### src/rtl/mmio_gpio_intc_pkg.sv
// Shared SoC constants for the GPIO/interrupt block: register word offsets and POL encoding.
// Latency: n/a (constants and a pure helper function).
// Backpressure: n/a.
package mmio_gpio_intc_pkg;

    // Word offsets (byte address bits [4:2]) used by the block, the address decoder and software.
    localparam logic [2:0] GPIO_REG_IN      = 3'd0;
    localparam logic [2:0] GPIO_REG_OUT     = 3'd1;
    localparam logic [2:0] GPIO_REG_PEND    = 3'd2;
    localparam logic [2:0] GPIO_REG_MASK    = 3'd3;
    localparam logic [2:0] GPIO_REG_POL     = 3'd4;
    localparam logic [2:0] GPIO_REG_BOTH    = 3'd5;
    localparam logic [2:0] GPIO_REG_OUT_TGL = 3'd6;
    localparam logic [2:0] GPIO_REG_RSVD    = 3'd7;

    // Per-channel edge polarity select.
    localparam logic GPIO_POL_RISE = 1'b0;
    localparam logic GPIO_POL_FALL = 1'b1;

    // True when a debounced transition to new_lvl counts as an interrupt event.
    function automatic logic edge_qualifies(input logic new_lvl, input logic pol, input logic both);
        return both | (new_lvl ? (pol == GPIO_POL_RISE) : (pol == GPIO_POL_FALL));
    endfunction

endpackage

### src/rtl/gpio_debounce_ch.sv
// One input channel: 2-flop synchroniser, stability counter, debounced level and edge event.
// Latency: a level held from edge t0 appears on lvl_o at edge t0+DB_CYCLES+1; evt_o is combinational with that edge.
// Backpressure: none; the channel free-runs every cycle.
module gpio_debounce_ch
    import mmio_gpio_intc_pkg::*;
#(
    parameter int DB_CYCLES = 4
) (
    input  logic clk,
    input  logic resetn,
    input  logic pin_i,
    input  logic pol_i,
    input  logic both_i,
    output logic lvl_o,
    output logic evt_o
);

    localparam int             CW       = $clog2(DB_CYCLES + 1);
    localparam logic [CW-1:0]  CNT_LAST = CW'(DB_CYCLES - 1);

    logic          s1_q, s2_q, db_q, db_d;
    logic [CW-1:0] cnt_q, cnt_d;
    logic          accept;

    // Accept the synchronised level once it has differed from the debounced one long enough.
    always_comb begin
        accept = (s2_q != db_q) && (cnt_q == CNT_LAST);
        db_d   = accept ? s2_q : db_q;
        cnt_d  = ((s2_q == db_q) || accept) ? '0 : cnt_q + CW'(1);
        evt_o  = accept && edge_qualifies(s2_q, pol_i, both_i);
        lvl_o  = db_q;
    end

    // Synchroniser, debounced level and stability counter; reset drops any partial count.
    always_ff @(posedge clk or negedge resetn) begin
        if (!resetn) begin
            s1_q  <= 1'b0;
            s2_q  <= 1'b0;
            db_q  <= 1'b0;
            cnt_q <= '0;
        end else begin
            s1_q  <= pin_i;
            s2_q  <= s1_q;
            db_q  <= db_d;
            cnt_q <= cnt_d;
        end
    end

endmodule

### src/rtl/mmio_gpio_intc.sv
// GPIO block: debounced inputs with edge-latched pending interrupts, output register, MMIO register file.
// Latency: writes take effect on the next edge; rdata is combinational; irq follows PEND&MASK by one edge.
// Backpressure: none; every selected access completes in a single cycle.
module mmio_gpio_intc
    import mmio_gpio_intc_pkg::*;
#(
    parameter int N_IN      = 16,
    parameter int N_OUT     = 16,
    parameter int DB_CYCLES = 4
) (
    input  logic              clk,
    input  logic              resetn,
    input  logic              sel,
    input  logic              we,
    input  logic [2:0]        addr,
    input  logic [31:0]       wdata,
    output logic [31:0]       rdata,
    input  logic [N_IN-1:0]   pins_in,
    output logic [N_OUT-1:0]  pins_out,
    output logic              irq
);

    logic [N_IN-1:0]  in_db, evt;
    logic [N_IN-1:0]  pend_q, pend_d, pend_clr;
    logic [N_IN-1:0]  mask_q, mask_d, pol_q, pol_d, both_q, both_d;
    logic [N_OUT-1:0] out_q, out_d;
    logic             irq_q, irq_d;
    logic             wr_en;
    logic             unused_wdata;

    // Upper wdata bits are don't-care when the channel counts are below 32.
    assign unused_wdata = ^wdata;
    assign wr_en        = sel & we;

    for (genvar g = 0; g < N_IN; g++) begin : g_ch
        gpio_debounce_ch #(.DB_CYCLES(DB_CYCLES)) u_ch (
            .clk    (clk),
            .resetn (resetn),
            .pin_i  (pins_in[g]),
            .pol_i  (pol_q[g]),
            .both_i (both_q[g]),
            .lvl_o  (in_db[g]),
            .evt_o  (evt[g])
        );
    end

    // Register-file write decode; a new event on a bit beats a same-cycle W1C of it.
    always_comb begin
        out_d    = out_q;
        mask_d   = mask_q;
        pol_d    = pol_q;
        both_d   = both_q;
        pend_clr = '0;
        if (wr_en) begin
            case (addr)
                GPIO_REG_OUT:     out_d    = wdata[N_OUT-1:0];
                GPIO_REG_OUT_TGL: out_d    = out_q ^ wdata[N_OUT-1:0];
                GPIO_REG_PEND:    pend_clr = wdata[N_IN-1:0];
                GPIO_REG_MASK:    mask_d   = wdata[N_IN-1:0];
                GPIO_REG_POL:     pol_d    = wdata[N_IN-1:0];
                GPIO_REG_BOTH:    both_d   = wdata[N_IN-1:0];
                default:          ;
            endcase
        end
        pend_d = (pend_q & ~pend_clr) | evt;
        irq_d  = |(pend_q & mask_q);
    end

    // Architectural registers.
    always_ff @(posedge clk or negedge resetn) begin
        if (!resetn) begin
            out_q  <= '0;
            pend_q <= '0;
            mask_q <= '0;
            pol_q  <= '0;
            both_q <= '0;
            irq_q  <= 1'b0;
        end else begin
            out_q  <= out_d;
            pend_q <= pend_d;
            mask_q <= mask_d;
            pol_q  <= pol_d;
            both_q <= both_d;
            irq_q  <= irq_d;
        end
    end

    // Combinational read mux; nothing is driven when the block is not selected.
    always_comb begin
        rdata = '0;
        if (sel) begin
            case (addr)
                GPIO_REG_IN:   rdata = 32'(in_db);
                GPIO_REG_OUT:  rdata = 32'(out_q);
                GPIO_REG_PEND: rdata = 32'(pend_q);
                GPIO_REG_MASK: rdata = 32'(mask_q);
                GPIO_REG_POL:  rdata = 32'(pol_q);
                GPIO_REG_BOTH: rdata = 32'(both_q);
                default:       rdata = '0;
            endcase
        end
    end

    assign pins_out = out_q;
    assign irq      = irq_q;

endmodule

### config.mk
export PLATFORM = sky130hd
export DESIGN_NAME = mmio_gpio_intc
export DESIGN_NICKNAME = d
export VERILOG_FILES = /design/src/rtl/mmio_gpio_intc_pkg.sv /design/src/rtl/gpio_debounce_ch.sv /design/src/rtl/mmio_gpio_intc.sv
export SDC_FILE = /design/constraint.sdc
export NUM_CORES = 1
export LEC_CHECK = 0
export ABC_AREA = 1
export CAP_MARGIN = 25
export CORE_ASPECT_RATIO = 0.8
export CORE_MARGIN = 4
export CORE_UTILIZATION = 40
export CTS_BUF_LIST = sky130_fd_sc_hd__clkbuf_4 sky130_fd_sc_hd__clkbuf_8 sky130_fd_sc_hd__clkbuf_16
export DETAILED_ROUTE_END_ITERATION = 6
export PLACE_DENSITY = 0.67
export SLEW_MARGIN = 20
export SYNTH_ARGS = -nofsm -noshare
export SYNTH_HDL_FRONTEND = slang
export SYNTH_SLANG_ARGS = --single-unit
### constraint.sdc
create_clock -name clk -period 1.3 [get_ports clk]
set_input_delay 0.26 -clock clk [delete_from_list [all_inputs] [get_ports clk]]
set_output_delay 0.26 -clock clk [all_outputs]
set_load 0.02 [all_outputs]
### Yosys cells after proc, flatten, opt, wreduce, memory -nomap -nowiden

Cells that the tools add are included.

* register bits: 177

* $add $sub $neg: 16
* eq/ne operators: 54
* muxes and demuxes: 37
* bitwise operators: 38
* reductions and logical operators: 55

Operators with widths (count)
* $pmux 16 s6: 1
* $eq 3x2->1 const B: 18
* $add 3x1->3 const B: 16
* $mux 16: 3
* $mux 3: 16
* $and 16x16->16: 2
* $logic_and 1x1->1: 32
* $pmux 16 s2: 1
* $eq 1x1->1: 16
* $logic_or 1x1->1: 16
* $mux 1: 16
* $ne 1x1->1: 16
* $not 1->1: 16
* $not 16->16: 1
* $or 1x1->1: 16
* $or 16x16->16: 1
* $reduce_or 16->1: 1
* $xor 16x16->16: 1
* $eq 3x3->1 const B: 3
* $reduce_and 2->1: 4
* $eq 3x1->1 const B: 1
* $logic_not 3->1: 1
* $reduce_bool 2->1: 1
* $and 1x1->1: 1

### Logic depth before layout (Yosys ltp)

Gate-level depths: netlist (run 1).

* word-level depth: 6
* depth in mapped cells: 10
* depth with buffers taken out: 8

### Modules after synthesis

From an unflattened synthesis (run 1), not the netlist that was laid out.

* cells, all modules: 1087
* area, all modules: 8886.0 µm²

By module, submodules not included
* mmio_gpio_intc: instances 1, cells each 639, area an instance 4662.0 µm², seq. area each 2026.9 µm²
* gpio_debounce_ch: instances 16, cells each 28, area an instance 264.0 µm², seq. area each 150.1 µm²

### Worst setup path after synthesis (run 1)

No wires, ideal clock.

* path kind: input to output
* start point: input addr[2]
* end point: output rdata[15]
* data arrival time: 1.307 ns
* required time: 1.040 ns
* slack: -0.267 ns
* stages on the path: 8
* buffers on the path: 3
* cells stage by stage: buf_4 -> inv_6 -> buf_6 -> buf_4 -> nand3_1 -> nand2_1 -> inv_1 -> a21oi_1

* cells in the longest elaborated chain, start to end: 3
* elaborated cells on any way between the ends: 8
* classes of those cells: eq/ne (5); mux (2); reduce/logical (1)

Ends and longest elaborated chain
* from (decl): line mmio_gpio_intc.sv:15 `input logic [2:0] addr,`
* $eq 3x3->1, or another cell as far along: line mmio_gpio_intc.sv:92 `case (addr)`
* $pmux 16 s6 *: line mmio_gpio_intc.sv:92
* $mux 16 *: line mmio_gpio_intc.sv:91 `if (sel) begin`
* to (decl): line mmio_gpio_intc.sv:17 `output logic [31:0] rdata,`

Mark *: on every way between the ends. The rest lies on a longest branch, timed or not.

### Worst setup path in the final report (run 1)

* start point: input addr[1]
* end point: output rdata[13]

Same word-level chain as after synthesis.

==> flow_summary.ini, run 1 <==
[status]
status = complete, but fails checks
violations = negative setup slack

[cells_and_area]
final_cell_mix = 177 x dfrtp_1, 156 x nand2_1, 126 x buf_4
diodes = 0
layout_commonest_cell = dfrtp_1
drive_gt1_frac = 0.336
nNetsFinal = 1279
fillCellCount = 1694
design_area_sq_um = 12400
syn_to_final_growth_pct = 44.8
multi_input_area_sq_um = 3910
regArea_sq_um = 4430

[worst_setup_path]
r2r_start = pend_q[2]
crit_type = in -> out
crit_fanout = 5
cp-startpoint = addr[1]
end_kind = primary output
start_kind = input port
r2r_cells = 6
required_ns = 1.04
critical_path_arrival_ns = 1.38

[synthesis]
syn_inst = 959
ys_warn_count = 0
yosysUniqueCellTypes = 30
ys_ff_latch = 177
yosysSeqAreaShare = 0.518
netlist_area_sq_um = 8560
synthArstFlopShare = 1.00
synth_edf_count = 0
synth-main-ff-cell = dfrtp_1
syn_area_per_cell_sq_um = 8.92

[pwr]
power_density_nw_per_um2 = 1700
pwr-share-clk = 0.253
ir_drop_mv = 0.772
power_frac_seq = 0.380
p_int_w = 0.0143
switching_share = 0.318
p_leak_nw = 6.08
p_switching_w = 0.00668
power.share.combinational = 0.367

[global_route]
gr-usage-all-layers = 0.191
grt_max_degree = 53
grt_pass1_wl_microns = 36200
grt-ovfl-total = 0
grt_pass1_vias = 6961
antenna_found_initial = 0

[timing]
slew_violations = 0
fmax_mhz = 611
period_minus_slack_ns = 1.64
fin_worst_skew_ns = 0.0103
fin_crit_sh = 1.26
whs_ns = 0.235
setup_viol = 32
fin_ws_ns = -0.336
hold_viol_final = 0
rsz0062_at_grt = yes

[die]
start_util = 0.410
die_area_sq_um = 23800
fp.dieH_microns = 139
core_sq_um = 20900
rows = 47
ios = 104
die_width_microns = 172

[placement]
port_buffers = 71
placed_area_sq_um = 10800
gp_congestion = 0.819
dpl.hpwl_microns = 15400

[routing]
wl_microns = 23800
remaining_drc_errors = 0
antenna_left = 0
drtPass1Iterations = 5
vias_per_cell = 4.98
wl_per_cell_microns = 16.1
num_vias = 7330
dr.first_iter.drc_count = 638

[clock_network]
clk_pin_slew_ns = 0.06
cts_buffers = 17
htree_levels = 4
clock-sinks = 177
worstSkewPairLatency_ns = 0.43
cts_tree = built
clock_path_buffers = 2
cts_root_buffer = clkbuf_16

[run]
maxCapViolCount = 0

[min_path]
hp-class = in -> async
[layout make-up]
| class | count | area share |
|---|---|---|
| multi-input combinational | 627 | 0.316 |
| timing repair buffer | 252 | 0.211 |
| tap | 269 | 0.0272 |
| inverter | 117 | 0.0394 |
| clock buffer | 19 | 0.0366 |
| sequential | 177 | 0.358 |
| clock inverter | 12 | 0.0127 |
[metrics by stage]
step	cells	utilization	worst slack (ns)	setup TNS [ns]	total power (W)
after floorplan	974	-	-0.0873	-1.05	0.0116
after global placement	1406	0.520	-1.15	-59.31	0.0143
after detailed placement	1406	0.520	-1.17	-61.15	0.0146
after CTS	1456	0.571	-0.462	-7.72	0.0204
after global routing	1473	0.593	-0.388	-7.27	0.0224
final	1473	0.593	-0.336	-5.93	0.0210
[power groups by stage]
stage               sequential [W]  combinational (W)  clock, W
detailed placement         0.00798            0.00660         0
floorplan                  0.00814            0.00344         0
finish                     0.00799            0.00770   0.00532
global placement           0.00792            0.00642         0
CTS                        0.00793            0.00703   0.00541
global route               0.00815            0.00856   0.00566
[routing by layer]
layer | global-route usage | up-vias | routed length (microns)
met1 | 0.269 | 3557 | 10800
met4 | 0.0521 | 0 | 314
met3 | 0.0356 | 23 | 1230
li1 | - | 3542 | -
met2 | 0.303 | 208 | 11400
met5 | 0 | - | 0
[final timing paths]
path	slack, ns	endpoint
worst min register to register	0.35	g_ch[0].u_ch.s2_q
worst max-delay path	-0.34	rdata[13]
worst min-delay path	0.23	g_ch[6].u_ch.s2_q
min in group clk	0.26	g_ch[14].u_ch.s1_q
max in group asynchronous	0.52	g_ch[11].u_ch.cnt_q[0]
worst max register to register	0	irq
[cell usage after synthesis, drive strengths merged, types with 17 or more instances]
library cell / instances / share of area
nand2: 194 / 0.088
dfrtp: 177 / 0.52
inv: 117 / 0.053
nor2: 113 / 0.052
o21ai: 65 / 0.038
nand3: 52 / 0.032
nand4: 52 / 0.039
buf: 46 / 0.037
ha: 32 / 0.047
a21oi: 18 / 0.011
xnor2: 17 / 0.017
[kinds of logic after synthesis]
logic type                 Yosys count  synth area share
buffers and inverters              171            0.0934
and+or+nand+nor                    444             0.239
AOI/OAI and AO/OA                  101            0.0643
other                                1          0.000438
muxes                               16            0.0211
xor gates and xnor gates            17            0.0174
adders and majority gates           32            0.0468
DFF                                177             0.518
[state kept, by name, indices dropped and copies added, names as in the netlist]
register	flops
g_ch.u_ch.s1_q	16
g_ch.u_ch.s2_q	16
mask_q	16
irq	1
g_ch.u_ch.cnt_q	48
pend_q	16
pol_q	16
pins_out	16
both_q	16
g_ch.u_ch.lvl_o	16
[critical path: stages]
cell and delay [ns]:
buf_8 0.11, buf_12 0.13, clkinv_8 0.05, nand2_8 0.05
nor2_8 0.15, buf_6 0.15, nand2_2 0.04, nand2_1 0.08
inv_2 0.05, a21oi_4 0.16, buf_6 0.13
[timing repair]
action	CTS	global route
setup endpoints to repair	114	112
gates cloned	3	6
endpoints found under the hold margin	177	0
hold buffers	1	0
buffers inserted	18	21
pin swaps	19	74
resized for setup	271	102
No activity file was read; power rests on OpenSTA's default activity.
==> inputs of run 2 (changes only) <==
- CTS_BUF_LIST: sky130_fd_sc_hd__clkbuf_4 sky130_fd_sc_hd__clkbuf_8 sky130_fd_sc_hd__clkbuf_16 -> default
==> results of run 2 <==
No change in the layout: final DEF, timing and power equal those of run 1.
